**config.mk**
```make
export PLATFORM = sky130hd
export DESIGN_NAME = qsm_seq_flat
export DESIGN_NICKNAME = d
export VERILOG_FILES = /design/src/rtl/qsm_seq_if.sv /design/src/rtl/qsm_seq.sv /design/src/flat_wrapper.sv
export SDC_FILE = /design/constraint.sdc
export NUM_CORES = 1
export LEC_CHECK = 0
export ABC_AREA = 1
export CAP_MARGIN = 40
export CORE_ASPECT_RATIO = 1.5
export CORE_MARGIN = 4
export CORE_UTILIZATION = 45
export CTS_BUF_LIST = sky130_fd_sc_hd__clkbuf_4 sky130_fd_sc_hd__clkbuf_8
export DETAILED_ROUTE_END_ITERATION = 8
export PLACE_DENSITY_LB_ADDON = 0.15
export REMOVE_ABC_BUFFERS = 1
export SLEW_MARGIN = 20
export SYNTH_ARGS = -nofsm -noshare
export SYNTH_HDL_FRONTEND = slang
export SYNTH_SLANG_ARGS = --single-unit
export TNS_END_PERCENT = 100
```
**constraint.sdc**
```tcl
create_clock -name clk_i -period 1.75 [get_ports clk_i]
set_clock_uncertainty 0.1 [all_clocks]
set_input_delay 0.2625 -clock clk_i [delete_from_list [all_inputs] [get_ports clk_i]]
set_output_delay 0.2625 -clock clk_i [all_outputs]
set_load 0.005 [all_outputs]
```
**src/rtl/qsm_seq_if.sv**
```systemverilog
// Front-end read bus and readout-RAM write port of the chain scanner.
// The scanner drives the master side; the front end and RAM sit on the slave side.
interface qsm_seq_if;
  logic        fe_rd_o;
  logic [2:0]  fe_dim_o;
  logic [3:0]  fe_adr_o;
  logic [15:0] fe_data_i;
  logic        fe_valid_i;
  logic        ram_we_o;
  logic [6:0]  ram_addr_o;
  logic [15:0] ram_data_o;

  modport master (
    output fe_rd_o, fe_dim_o, fe_adr_o,
    input  fe_data_i, fe_valid_i,
    output ram_we_o, ram_addr_o, ram_data_o
  );

  modport slave (
    input  fe_rd_o, fe_dim_o, fe_adr_o,
    output fe_data_i, fe_valid_i,
    input  ram_we_o, ram_addr_o, ram_data_o
  );
endinterface

```
**src/rtl/qsm_seq.sv**
```systemverilog
// Daisy-chain scanner: strobes each front-end register of each dimension, waits the
// configured delay, and copies the response into the readout RAM at {dim, reg}.
module qsm_seq (
  input  logic       clk_i,
  input  logic       rst_n_i,
  input  logic       ctl_reset_i,
  input  logic       ctl_trig_i,
  input  logic [3:0] ctl_last_reg_adr_i,
  input  logic [3:0] ctl_max_dim_no_i,
  input  logic [9:0] ctl_read_delay_i,
  output logic       sts_busy_o,
  output logic       sts_done_o,
  output logic       sts_err_many_o,
  output logic       sts_err_fb_o,
  output logic [3:0] sts_dim_count_o,
  qsm_seq_if.master  bus
);

  localparam logic [1:0] ST_IDLE    = 2'd0;
  localparam logic [1:0] ST_STROBE  = 2'd1;
  localparam logic [1:0] ST_WAIT    = 2'd2;
  localparam logic [1:0] ST_CAPTURE = 2'd3;

  logic [1:0] state_reg, state_next;
  logic [2:0] dim_reg, dim_next;
  logic [3:0] adr_reg, adr_next;
  logic [9:0] cnt_reg, cnt_next;
  logic [3:0] last_reg, last_next;
  logic [3:0] max_reg, max_next;
  logic [9:0] delay_reg, delay_next;
  logic [3:0] dim_count_reg, dim_count_next;
  logic       done_reg, done_next;
  logic       err_many_reg, err_many_next;
  logic       err_fb_reg, err_fb_next;
  logic [3:0] dim_plus1;

  assign dim_plus1 = {1'b0, dim_reg} + 4'd1;

  always_comb begin
    state_next     = state_reg;
    dim_next       = dim_reg;
    adr_next       = adr_reg;
    cnt_next       = cnt_reg;
    last_next      = last_reg;
    max_next       = max_reg;
    delay_next     = delay_reg;
    dim_count_next = dim_count_reg;
    done_next      = done_reg;
    err_many_next  = err_many_reg;
    err_fb_next    = err_fb_reg;

    if (ctl_reset_i) begin
      // Soft reset overrides everything, including a trigger in the same cycle
      state_next     = ST_IDLE;
      dim_next       = 3'd0;
      adr_next       = 4'd0;
      cnt_next       = 10'd0;
      dim_count_next = 4'd0;
      done_next      = 1'b0;
      err_many_next  = 1'b0;
      err_fb_next    = 1'b0;
    end else begin
      case (state_reg)
        ST_IDLE: begin
          if (ctl_trig_i) begin
            state_next     = ST_STROBE;
            dim_next       = 3'd0;
            adr_next       = 4'd0;
            dim_count_next = 4'd0;
            done_next      = 1'b0;
            err_many_next  = 1'b0;
            err_fb_next    = 1'b0;
            last_next      = ctl_last_reg_adr_i;
            max_next       = (ctl_max_dim_no_i > 4'd8) ? 4'd8 : ctl_max_dim_no_i;
            delay_next     = ctl_read_delay_i;
          end
        end
        ST_STROBE: begin
          if (delay_reg != 10'd0) begin
            state_next = ST_WAIT;
            cnt_next   = delay_reg - 10'd1;
          end else begin
            state_next = ST_CAPTURE;
          end
        end
        ST_WAIT: begin
          if (cnt_reg == 10'd0) state_next = ST_CAPTURE;
          else                  cnt_next   = cnt_reg - 10'd1;
        end
        default: begin
          if (!bus.fe_valid_i) begin
            err_fb_next = 1'b1;
            done_next   = 1'b1;
            state_next  = ST_IDLE;
          end else if (adr_reg < last_reg) begin
            adr_next   = adr_reg + 4'd1;
            state_next = ST_STROBE;
          end else begin
            dim_count_next = dim_plus1;
            if (!bus.fe_data_i[15]) begin
              done_next  = 1'b1;
              state_next = ST_IDLE;
            end else if (dim_plus1 < max_reg) begin
              // max_reg never exceeds 8, so dim stays within 0..7
              dim_next   = dim_plus1[2:0];
              adr_next   = 4'd0;
              state_next = ST_STROBE;
            end else begin
              err_many_next = 1'b1;
              done_next     = 1'b1;
              state_next    = ST_IDLE;
            end
          end
        end
      endcase
    end
  end

  always_ff @(posedge clk_i or negedge rst_n_i) begin
    if (!rst_n_i) begin
      state_reg     <= ST_IDLE;
      dim_reg       <= 3'd0;
      adr_reg       <= 4'd0;
      cnt_reg       <= 10'd0;
      last_reg      <= 4'd0;
      max_reg       <= 4'd0;
      delay_reg     <= 10'd0;
      dim_count_reg <= 4'd0;
      done_reg      <= 1'b0;
      err_many_reg  <= 1'b0;
      err_fb_reg    <= 1'b0;
    end else begin
      state_reg     <= state_next;
      dim_reg       <= dim_next;
      adr_reg       <= adr_next;
      cnt_reg       <= cnt_next;
      last_reg      <= last_next;
      max_reg       <= max_next;
      delay_reg     <= delay_next;
      dim_count_reg <= dim_count_next;
      done_reg      <= done_next;
      err_many_reg  <= err_many_next;
      err_fb_reg    <= err_fb_next;
    end
  end

  // Strobe and write are decoded from state so an async reset silences them at once
  assign bus.fe_rd_o    = (state_reg == ST_STROBE) && !ctl_reset_i;
  assign bus.fe_dim_o   = dim_reg;
  assign bus.fe_adr_o   = adr_reg;
  assign bus.ram_we_o   = (state_reg == ST_CAPTURE) && bus.fe_valid_i && !ctl_reset_i;
  assign bus.ram_addr_o = {dim_reg, adr_reg};
  assign bus.ram_data_o = bus.ram_we_o ? bus.fe_data_i : 16'h0000;

  assign sts_busy_o      = (state_reg != ST_IDLE);
  assign sts_done_o      = done_reg;
  assign sts_err_many_o  = err_many_reg;
  assign sts_err_fb_o    = err_fb_reg;
  assign sts_dim_count_o = dim_count_reg;

endmodule

```
**src/flat_wrapper.sv**
```systemverilog
// flat-port wrapper written by rule: the top's interface ports become plain ports
module qsm_seq_flat 
  (clk_i, rst_n_i, ctl_reset_i, ctl_trig_i, ctl_last_reg_adr_i, ctl_max_dim_no_i, ctl_read_delay_i, sts_busy_o, sts_done_o, sts_err_many_o, sts_err_fb_o, sts_dim_count_o, bus_fe_rd_o, bus_fe_dim_o, bus_fe_adr_o, bus_fe_data_i, bus_fe_valid_i, bus_ram_we_o, bus_ram_addr_o, bus_ram_data_o);
  qsm_seq_if bus_i ();
  input  logic clk_i;
  input  logic rst_n_i;
  input  logic ctl_reset_i;
  input  logic ctl_trig_i;
  input  logic [3:0] ctl_last_reg_adr_i;
  input  logic [3:0] ctl_max_dim_no_i;
  input  logic [9:0] ctl_read_delay_i;
  output logic sts_busy_o;
  output logic sts_done_o;
  output logic sts_err_many_o;
  output logic sts_err_fb_o;
  output logic [3:0] sts_dim_count_o;
  output wire logic [$bits(bus_i.fe_rd_o)-1:0] bus_fe_rd_o;
  output wire logic [$bits(bus_i.fe_dim_o)-1:0] bus_fe_dim_o;
  output wire logic [$bits(bus_i.fe_adr_o)-1:0] bus_fe_adr_o;
  input wire logic [$bits(bus_i.fe_data_i)-1:0] bus_fe_data_i;
  input wire logic [$bits(bus_i.fe_valid_i)-1:0] bus_fe_valid_i;
  output wire logic [$bits(bus_i.ram_we_o)-1:0] bus_ram_we_o;
  output wire logic [$bits(bus_i.ram_addr_o)-1:0] bus_ram_addr_o;
  output wire logic [$bits(bus_i.ram_data_o)-1:0] bus_ram_data_o;
  assign bus_fe_rd_o = bus_i.fe_rd_o;
  assign bus_fe_dim_o = bus_i.fe_dim_o;
  assign bus_fe_adr_o = bus_i.fe_adr_o;
  assign bus_i.fe_data_i = bus_fe_data_i;
  assign bus_i.fe_valid_i = bus_fe_valid_i;
  assign bus_ram_we_o = bus_i.ram_we_o;
  assign bus_ram_addr_o = bus_i.ram_addr_o;
  assign bus_ram_data_o = bus_i.ram_data_o;
  qsm_seq u_core (.clk_i(clk_i), .rst_n_i(rst_n_i), .ctl_reset_i(ctl_reset_i), .ctl_trig_i(ctl_trig_i), .ctl_last_reg_adr_i(ctl_last_reg_adr_i), .ctl_max_dim_no_i(ctl_max_dim_no_i), .ctl_read_delay_i(ctl_read_delay_i), .sts_busy_o(sts_busy_o), .sts_done_o(sts_done_o), .sts_err_many_o(sts_err_many_o), .sts_err_fb_o(sts_err_fb_o), .sts_dim_count_o(sts_dim_count_o), .bus(bus_i));
endmodule
```
==> summary.txt, run 1 <==
Clocking
  – Num CTS Buffers: 5
  – Worst-Skew Late Latency: 0.31 ns
  – CTS tree: yes
  – Worst-path clk slew: 0.09 ns
  – CTS H-Tree Depth: 2
  – Root Driver: clkbuf_8
  – CTS max path bufs: 2
  – Clk sinks: 44

Detailed routing
  – Initial DRC Count: 171
  – Detail Route Antenna Nets: 0
  – DR WL/cell: 16.0 µm
  – WL final: 10.1 mm
  – Routed via count: 3277
  – Via density per instance: 5.18
  – DRT Pass-1 Iters: 4
  – Post-route DRC: 0

Synth
  – Netlist cell types: 31
  – Ys Warns: 0
  – Synthesized area: 2850 µm²
  – Prevailing post-synth register cell: dfrtp_1
  – Synth Register Bits: 44
  – Post-synthesis async set-or-reset flop share: 100%
  – Mapped Cells: 402
  – Number of flops mapped to enable cells by yosys: 0
  – Seq/Total Area, Yosys: 38.6%
  – Syn Area/Cell: 7.09 µm²

Place
  – Placed inst area: 4040 µm²
  – Final Wtd Congestion: 0.929
  – Port Buffers: 78
  – Post-detail-place hpwl: 6.18 mm

Global routing
  – Largest net degree at the start of global routing: 45
  – Vias in the first global route: 3264
  – Initial antenna violation count: 0
  – Total Routing Usage GR: 24.4%
  – Met2 usage: 45.9%
  – Met1 Track Usage GR: 22.4%
  – Global route hottest layer: met2
  – First-pass GRT wire length: 14.7 mm
  – Routing usage on met3: 5.82%
  – Grt total ovfl: 0

Power
  – Maximum VDD drop: 0.00120 V
  – Pwr dens: 1600 nW/µm²
  – Total power: 7910 µW
  – Lkg Pwr: 0.00254 µW

STA
  – Rel. slew slack: 77.3%
  – Final-report hold violation count: 0
  – Min Tclk post-route: 2.01 ns
  – Fmax: 498 MHz
  – Final hold slack: 0.364 ns
  – Final worst path period share: 115%
  – Slew Limit Fails: 0
  – Pin slew with the least headroom to its limit: 0.338 ns
  – Unrepaired setup endpoints after global routing: true
  – Setup violators final: 44
  – Setup ws final: -0.257 ns

Critical path
  – CP Launch Type: flip-flop
  – R2R Setup Slk: -0.26 ns
  – Critical Path Sink Type: flip-flop
  – Classification of the worst setup path: reg -> reg
  – Worst path arrival time: 2.11 ns
  – CP Max Fanout: 5
  – Worst endpoint required time: 1.86 ns

Floorplan
  – Initial Util: 46.5%
  – Die ar.: 7690 µm²
  – IO Count: 79
  – Die Y: 105 µm
  – DIE WIDTH: 73.0 µm
  – Std cell rows: 35
  – Core area: 6130 µm²

Layout
  – Filler cells: 376
  – Area Growth Syn to Fin: 73.9%
  – Fin util: 80.8%
  – Number of nets in the layout: 611
  – Layout cell share with drive strength beyond 1: 39.0%
  – ANT cells: 0
  – Leading cell types in the layout, fill and taps excluded: nand2_1, clkdlybuf4s50_1, inv_1, buf_4, dfrtp_1
  – Most common cell after layout, fill and taps aside: nand2_1
  – Design Area, Final: 4950 µm²

Flow run
  – Max Cap Viol: 0

Run status
  – Violated checks: negative setup slack
  – Status: finished with violations

Min path
  – Worst Hold Class: in -> async
[repair_timing]
action | in CTS | in global routing
resized for setup | 167 | 88
pin swaps | 28 | 23
cloned | 4 | 2
endpoints found under the hold margin | 44 | 0
hold buffers | 1 | 0
buffers inserted | 16 | 11
endpoints found under the setup margin | 44 | 66
[layout make-up]
type	instances	area [µm²]	area share [%]
clock inverters	2	38.8	0.783
well taps	74	92.6	1.87
multi-input cells	280	1860	37.6
flip-flops and latches	44	1100	22.2
clock buffers	6	82.6	1.67
repair buffers	162	1500	30.3
inverters	65	277	5.58
[stage by stage]
| stage | cells | setup TNS (ns) | setup slack (ns) |
|---|---|---|---|
| final | 633 | -5.44 | -0.257 |
| after global routing | 633 | -9.27 | -0.350 |
| after CTS | 621 | -4.21 | -0.202 |
| after detailed placement | 595 | -10.82 | -0.328 |
| after global placement | 595 | -10.48 | -0.302 |
| after floorplan | 388 | -10.39 | -0.593 |
[cell families (layout without fill, tap and decap cells)]
logic type / after synthesis / in the layout / share of synthesized area, %
AO/OA/AOI/OAI: 44 / 44 / 8.21
XOR/XNOR: 5 / 5 / 1.54
adder cells (fa/ha/maj): 14 / 14 / 6.15
buffers and inverters: 79 / 235 / 12.3
flip-flops: 44 / 44 / 38.6
AND/OR/NAND/NOR: 216 / 217 / 33.2
[power by group]
part / internal, µW / switching (µW)
clock: 467 / 383
sequential: 1380 / 257
combinational: 2540 / 2880
total: 4390 / 3520
[layer usage]
layer	vias to the layer above	share of wire, %
li1	1556	-
met1	1527	33
met2	145	55
met3	49	6.1
met4	0	5.6
met5	-	0
[cells in the mapped netlist (6+ instances only)]
master	instances	area (µm²)
buf_4	10	75.1
dfrtp_1	44	1100
ha_1	14	175
inv_1	57	214
inv_2	6	22.5
nand2_1	128	480
nand3_1	20	100
nand4_1	6	37.5
nor2_1	38	143
o21ai_0	18	90.1
o21ai_1	17	85.1
[final timing paths]
path	cells past startpoint	from	end
worst max register to register	13	u_core.state_reg[1]	u_core.cnt_reg[8]
worst max-delay path	13	u_core.state_reg[1]	u_core.cnt_reg[8]
max in group asynchronous	3	rst_n_i	u_core.max_reg[0]
min in group clk_i	2	u_core.sts_done_o	u_core.sts_done_o
worst min register to register	2	u_core.sts_done_o	u_core.sts_done_o
worst min-delay path	3	rst_n_i	u_core.cnt_reg[0]
[critical path: stages, from the launching register on]
cell and delay (ns):
dfrtp_1 0.44, buf_6 0.15, ha_4 0.16, buf_6 0.13, inv_6 0.07, nand2_4 0.06, nand2_4 0.08, ha_4 0.15
nand2_4 0.05, nor2_4 0.17, buf_6 0.13, nand4_1 0.09, nand2_1 0.08, o21ai_1 0.05
Note: power is estimated with default switching activity, not from simulation.
==> inputs of run 2 (changes only) <==
--- a/config.mk
+++ b/config.mk
@@ -12,6 +12,7 @@
 export CORE_UTILIZATION = 45
 export CTS_BUF_LIST = sky130_fd_sc_hd__clkbuf_4 sky130_fd_sc_hd__clkbuf_8
 export DETAILED_ROUTE_END_ITERATION = 8
+export MAX_ROUTING_LAYER = met4
 export PLACE_DENSITY_LB_ADDON = 0.15
 export REMOVE_ABC_BUFFERS = 1
 export SLEW_MARGIN = 20
==> run 2 against run 1 <==
Against the previous run:
- the run still ends with negative setup slack left
- utilization down 2.0 points
- clock-buffer cell count is 1 lower
- clock power fell by 4.2%
- maximum frequency is 0.99% lower
- wire length decreased by 6.0%
- first-iteration DRC count fell by 5.3%
- power is 3.6% lower
- worst hold slack worse by 0.0076 ns
- largest cell class unchanged
==> summary.txt, run 2 (synthesized netlist as in run 1, its figures left out) <==
Flow run
  – Max Cap Viol: 0

Layout
  – Leading cell types in the layout, fill and taps excluded: nand2_1, clkdlybuf4s50_1, inv_1
  – ANT cells: 0
  – FF/Latch Area: 1100 µm²
  – Area Growth Syn to Fin: 69.6%
  – Number of nets in the layout: 604
  – Filler cells: 424
  – Layout cell share with drive strength beyond 1: 37.9%
  – Most common cell after layout, fill and taps aside: nand2_1
  – Multi-input gate area: 1860 µm²

Power
  – Lkg Pwr: 0.00251 µW
  – Pwr dens: 1580 nW/µm²
  – Maximum VDD drop: 0.00101 V

Floorplan
  – IO Count: 79
  – Die ar.: 7690 µm²
  – Core area: 6130 µm²
  – Die Y: 105 µm
  – Std cell rows: 35
  – DIE WIDTH: 73.0 µm
  – Initial Util: 46.5%

Clocking
  – CTS H-Tree Depth: 2
  – Num CTS Buffers: 5
  – CTS tree: yes
  – CTS max path bufs: 2
  – Worst-Skew Late Latency: 0.30 ns
  – Worst-path clk slew: 0.09 ns
  – Root Driver: clkbuf_8
  – Clk sinks: 44

Detailed routing
  – Detail Route Antenna Nets: 0
  – DR WL/cell: 15.2 µm
  – DRT Pass-1 Iters: 4
  – WL final: 9.54 mm
  – Initial DRC Count: 162
  – Via density per instance: 5.11
  – Post-route DRC: 0
  – Routed via count: 3197

Global routing
  – Grt total ovfl: 0
  – Vias in the first global route: 3221
  – Total Routing Usage GR: 24.3%
  – Routing usage on met3: 4.10%
  – Largest net degree at the start of global routing: 45
  – First-pass GRT wire length: 14.3 mm
  – Met2 usage: 44.2%
  – Met1 Track Usage GR: 23.9%
  – Global route hottest layer: met2
  – Initial antenna violation count: 0

Critical path
  – Worst endpoint required time: 1.84 ns
  – CP Launch Type: flip-flop
  – Classification of the worst setup path: reg -> reg
  – R2R Setup Slk: -0.28 ns
  – Worst path arrival time: 2.12 ns
  – Reg2reg start: u_core.bus.fe_dim_o[0]
  – Critical Path Sink Type: flip-flop
  – CP Max Fanout: 6
  – FF-to-FF path depth: 10
  – Worst R2R End: u_core.bus.fe_dim_o[1]

Place
  – Port Buffers: 78
  – Final Wtd Congestion: 0.953
  – Place WS: -0.360 ns
  – Post-detail-place hpwl: 6.37 mm

STA
  – Pin slew with the least headroom to its limit: 0.291 ns
  – Setup ws final: -0.277 ns
  – Final worst path period share: 116%
  – Final-report hold violation count: 0
  – Unrepaired setup endpoints after global routing: true
  – Min Tclk post-route: 2.03 ns
  – Fmax: 493 MHz
  – Setup TNS: -4.12 ns
  – Rel. slew slack: 80.4%
  – Slew Limit Fails: 0
  – Setup violators final: 35

Run status
  – Status: finished with violations
  – Violated checks: negative setup slack

Min path
  – Worst Hold Class: in -> async
==> run 2: through the flow <==
stage          total power, µW  cell area [µm²]  hold slack (ns)  utilization (%)  std cells
2_1_floorplan             3590             2750           -0.133                -        388
3_3_place_gp              5200             4070            0.156             66.3        598
3_5_place_dp              5290             4070            0.163             66.3        598
4_1_cts                   6910             4500            0.361             73.4        619
5_1_grt                   8180             4830            0.385             78.8        626
6_report                  7620             4830            0.356             78.8        626
==> run 2: worst max-delay path by stage <==
stage | from | end | slack (ns) | depth (start not counted)
CTS | u_core.bus.fe_dim_o[1] | u_core.bus.fe_adr_o[3] | -0.22 | 13
finish | u_core.bus.fe_dim_o[0] | u_core.bus.fe_dim_o[1] | -0.28 | 10
detailed placement | ctl_reset_i | bus_ram_data_o[10] | -0.36 | 6
global route | u_core.bus.fe_dim_o[0] | u_core.bus.fe_dim_o[2] | -0.40 | 12
floorplan | u_core.state_reg[0] | u_core.max_reg[0] | -0.59 | 6
global placement | ctl_reset_i | bus_ram_data_o[8] | -0.30 | 6
==> run 2: what timing repair did <==
| item | in CTS | in global routing |
|---|---|---|
| setup endpoints to repair | 62 | 67 |
| cloned | 2 | 2 |
| setup buffers | 12 | 9 |
| pin swaps | 29 | 41 |
| hold endpoints to repair | 44 | 0 |
| hold buffers | 1 | 0 |
| gates resized for setup | 154 | 85 |
==> run 2: final cells by class <==
cell class / count / share of cell area [%]
inverters: 65 / 5.46
clock buffers: 5 / 1.42
clock inverters: 3 / 0.958
repair buffers: 155 / 29.0
flip-flops and latches: 44 / 22.8
well taps: 74 / 1.92
multi-input cells: 280 / 38.4
==> run 2: per-layer routing <==
| metal | vias up | wire length (µm) |
|---|---|---|
| li1 | 1539 | - |
| met1 | 1484 | 3240 |
| met2 | 134 | 5260 |
| met3 | 40 | 581 |
| met4 | 0 | 456 |
| met5 | - | 0 |
==> run 2: worst max-delay path: stages, from the launching register on <==
cell and delay, ns:
dfrtp_1 0.40, buf_4 0.17, and3_1 0.21, ha_1 0.32
a21oi_2 0.21, nand3_4 0.11, nand3_4 0.09, buf_6 0.12
nand2_4 0.06, nand2_1 0.07, nand2_1 0.07
==> run 2: power breakdown <==
part           switching [µW]  internal, µW
Clock                     383           430
Combinational            2780          2380
Sequential                263          1380
==> inputs of run 3 (changes only) <==
--- a/config.mk
+++ b/config.mk
@@ -8,7 +8,7 @@
 export ABC_AREA = 1
 export CAP_MARGIN = 40
 export CORE_ASPECT_RATIO = 1.5
-export CORE_MARGIN = 4
+export CORE_MARGIN = 3
 export CORE_UTILIZATION = 45
 export CTS_BUF_LIST = sky130_fd_sc_hd__clkbuf_4 sky130_fd_sc_hd__clkbuf_8
 export DETAILED_ROUTE_END_ITERATION = 8
==> run 3 against run 2 <==
Against the previous run:
- final cell count down 0.64%
- clock-buffer cell count unchanged
- critical endpoint is now bus_ram_data_o[15]
- critical path type is now reg -> out
- worst hold slack lost 0.11 ns
- the flow still finishes with violations (negative setup slack)
- final area up 5.5%
- clock power fell by 19%
- flip-flop and latch count is the same
==> summary.txt, run 3 (synthesized netlist as in run 1, its figures left out) <==
Run status
  – Status: finished with violations
  – Violated checks: negative setup slack

Critical path
  – Worst endpoint required time: 1.39 ns
  – Critical Path Sink Type: output pin
  – CP delay by family, top: buffers and inverters
  – Top cell by count, worst path: buf_6
  – Classification of the worst setup path: reg -> out
  – Worst path arrival time: 1.68 ns
  – Max incr delay on CP: 0.44 ns
  – CP Launch Type: flip-flop
  – CP Max Fanout: 8
  – Reg2reg start: u_core.bus.fe_dim_o[0]
  – R2R Setup Slk: -0.25 ns
  – Number of cells on the critical path: 7
  – CP Cell Sequence: buf_6 -> ha_4 -> nand3_4 -> buf_12 -> buf_6 -> nor2_1 -> buf_2
  – Slowest cell on crit path: dfrtp_1
  – FF-to-FF path depth: 10
  – Worst path bufs/invs: 4
  – Worst R2R End: u_core.bus.fe_dim_o[0]

Detailed routing
  – WL final: 10.9 mm
  – DR WL/cell: 17.6 µm
  – DRT Pass-1 Iters: 4
  – Post-route DRC: 0
  – Detail Route Antenna Nets: 0
  – Initial DRC Count: 216
  – Via density per instance: 5.41
  – Routed via count: 3368

Layout
  – Leading cell types in the layout, fill and taps excluded: nand2_1, clkdlybuf4s50_1, inv_1
  – Number of nets in the layout: 603
  – Fin util: 85.6%
  – Layout cell share with drive strength beyond 1: 44.2%
  – Most common cell after layout, fill and taps aside: nand2_1
  – FF/Latch Area: 1100 µm²
  – Multi-input gate area: 2070 µm²
  – Area Growth Syn to Fin: 79.0%
  – Filler cells: 332
  – Design Area, Final: 5100 µm²
  – ANT cells: 0

STA
  – Pin slew with the least headroom to its limit: 0.346 ns
  – Min Tclk post-route: 2.04 ns
  – Fmax: 490 MHz
  – Final worst path period share: 117%
  – Rel. slew slack: 76.7%
  – Slew Limit Fails: 0
  – Unrepaired setup endpoints after global routing: true
  – Setup violators final: 53
  – Setup ws final: -0.292 ns
  – Final-report hold violation count: 0

Floorplan
  – Initial Util: 47.8%
  – Core area: 5960 µm²
  – IO Count: 79
  – Die Y: 103 µm
  – Std cell rows: 34
  – DIE WIDTH: 71.0 µm
  – Die ar.: 7340 µm²

Place
  – Port Buffers: 78
  – Placed inst area: 3990 µm²
  – Place WS: -0.331 ns
  – Post-detail-place hpwl: 6.19 mm
  – Final Wtd Congestion: 0.897

Global routing
  – Total Routing Usage GR: 27.3%
  – Grt total ovfl: 0
  – Initial antenna violation count: 0
  – First-pass GRT wire length: 15.4 mm
  – Vias in the first global route: 3292
  – Largest net degree at the start of global routing: 23

Clocking
  – CTS max path bufs: 2
  – Num CTS Buffers: 5
  – Clk sinks: 44
  – Root Driver: clkbuf_8
  – Worst-Skew Late Latency: 0.31 ns
  – CTS tree: yes
  – CTS H-Tree Depth: 2
  – Worst-path clk slew: 0.09 ns

Power
  – Lkg Pwr: 0.00253 µW
  – Maximum VDD drop: 0.00126 V
  – Pwr dens: 1580 nW/µm²

Min path
  – Worst Hold Class: in -> async

Flow run
  – Max Cap Viol: 0
run 3: cell count changes in the layout (fill, tap and decap cells not counted), sizes merged:
cell and delta:
buf -2, bufinv -1, clkbuf +1, clkdlybuf4s50 +4
clkinv +2, dlymetal6s2s -4, inv -2
run 3: worst max-delay path by stage:
stage	start	endpoint	slack [ns]
2_1_floorplan	u_core.state_reg[0]	u_core.max_reg[0]	-0.59
3_3_place_gp	ctl_reset_i	bus_ram_data_o[4]	-0.28
3_5_place_dp	ctl_reset_i	bus_ram_data_o[9]	-0.33
4_1_cts	u_core.bus.fe_dim_o[1]	u_core.bus.fe_adr_o[3]	-0.20
5_1_grt	u_core.bus.fe_dim_o[0]	u_core.bus.fe_dim_o[0]	-0.32
6_report	u_core.state_reg[1]	bus_ram_data_o[15]	-0.29
run 3: where the power goes:
group          internal (µW)  switching (µW)  leakage, µW
Combinational           2600            3170      0.00191
Sequential              1380             272     0.000572
Clock                    271             385    0.0000400
Total                   4250            3820      0.00253
run 3: final cells by class:
cell class	instances	area share [%]
clock inverter	2	0.245
timing repair buffer	154	29.0
sequential	44	21.6
tap	72	1.77
inverter	65	5.57
clock buffer	5	1.35
multi-input combinational	280	40.5
run 3: worst register-to-register path, stage by stage (launching register included):
cell and delay (ns):
dfrtp_1 0.40, buf_4 0.17, and3_4 0.18, ha_1 0.31
a21oi_2 0.22, nand3_4 0.12, nand3_4 0.09, buf_6 0.12
nand2_4 0.06, nand2_1 0.07, nand2_1 0.05
run 3: through the flow:
stage	hold WS, ns	std cells	power, µW	TNS (ns)
3_3_place_gp	0.0427	584	5040	-9.64
2_1_floorplan	-0.133	388	3590	-10.39
6_report	0.248	622	8080	-5.86
3_5_place_dp	0.0444	584	5130	-10.77
4_1_cts	0.247	614	6740	-3.44
5_1_grt	0.270	622	8570	-9.33
run 3: timing repair:
action	4_1_cts	5_1_grt
pin swaps	35	50
gates resized for setup	171	145
cloned	6	3
hold buffers	1	0
setup endpoints to repair	56	67
buffers inserted	17	12
endpoints found under the hold margin	30	0
run 3: per-layer routing:
layer | global-route usage [%] | share of wire [%]
met1 | 28.5 | 35
met2 | 50.3 | 56
met3 | 3.38 | 4.0
met4 | 13.6 | 5.4
met5 | - | 0
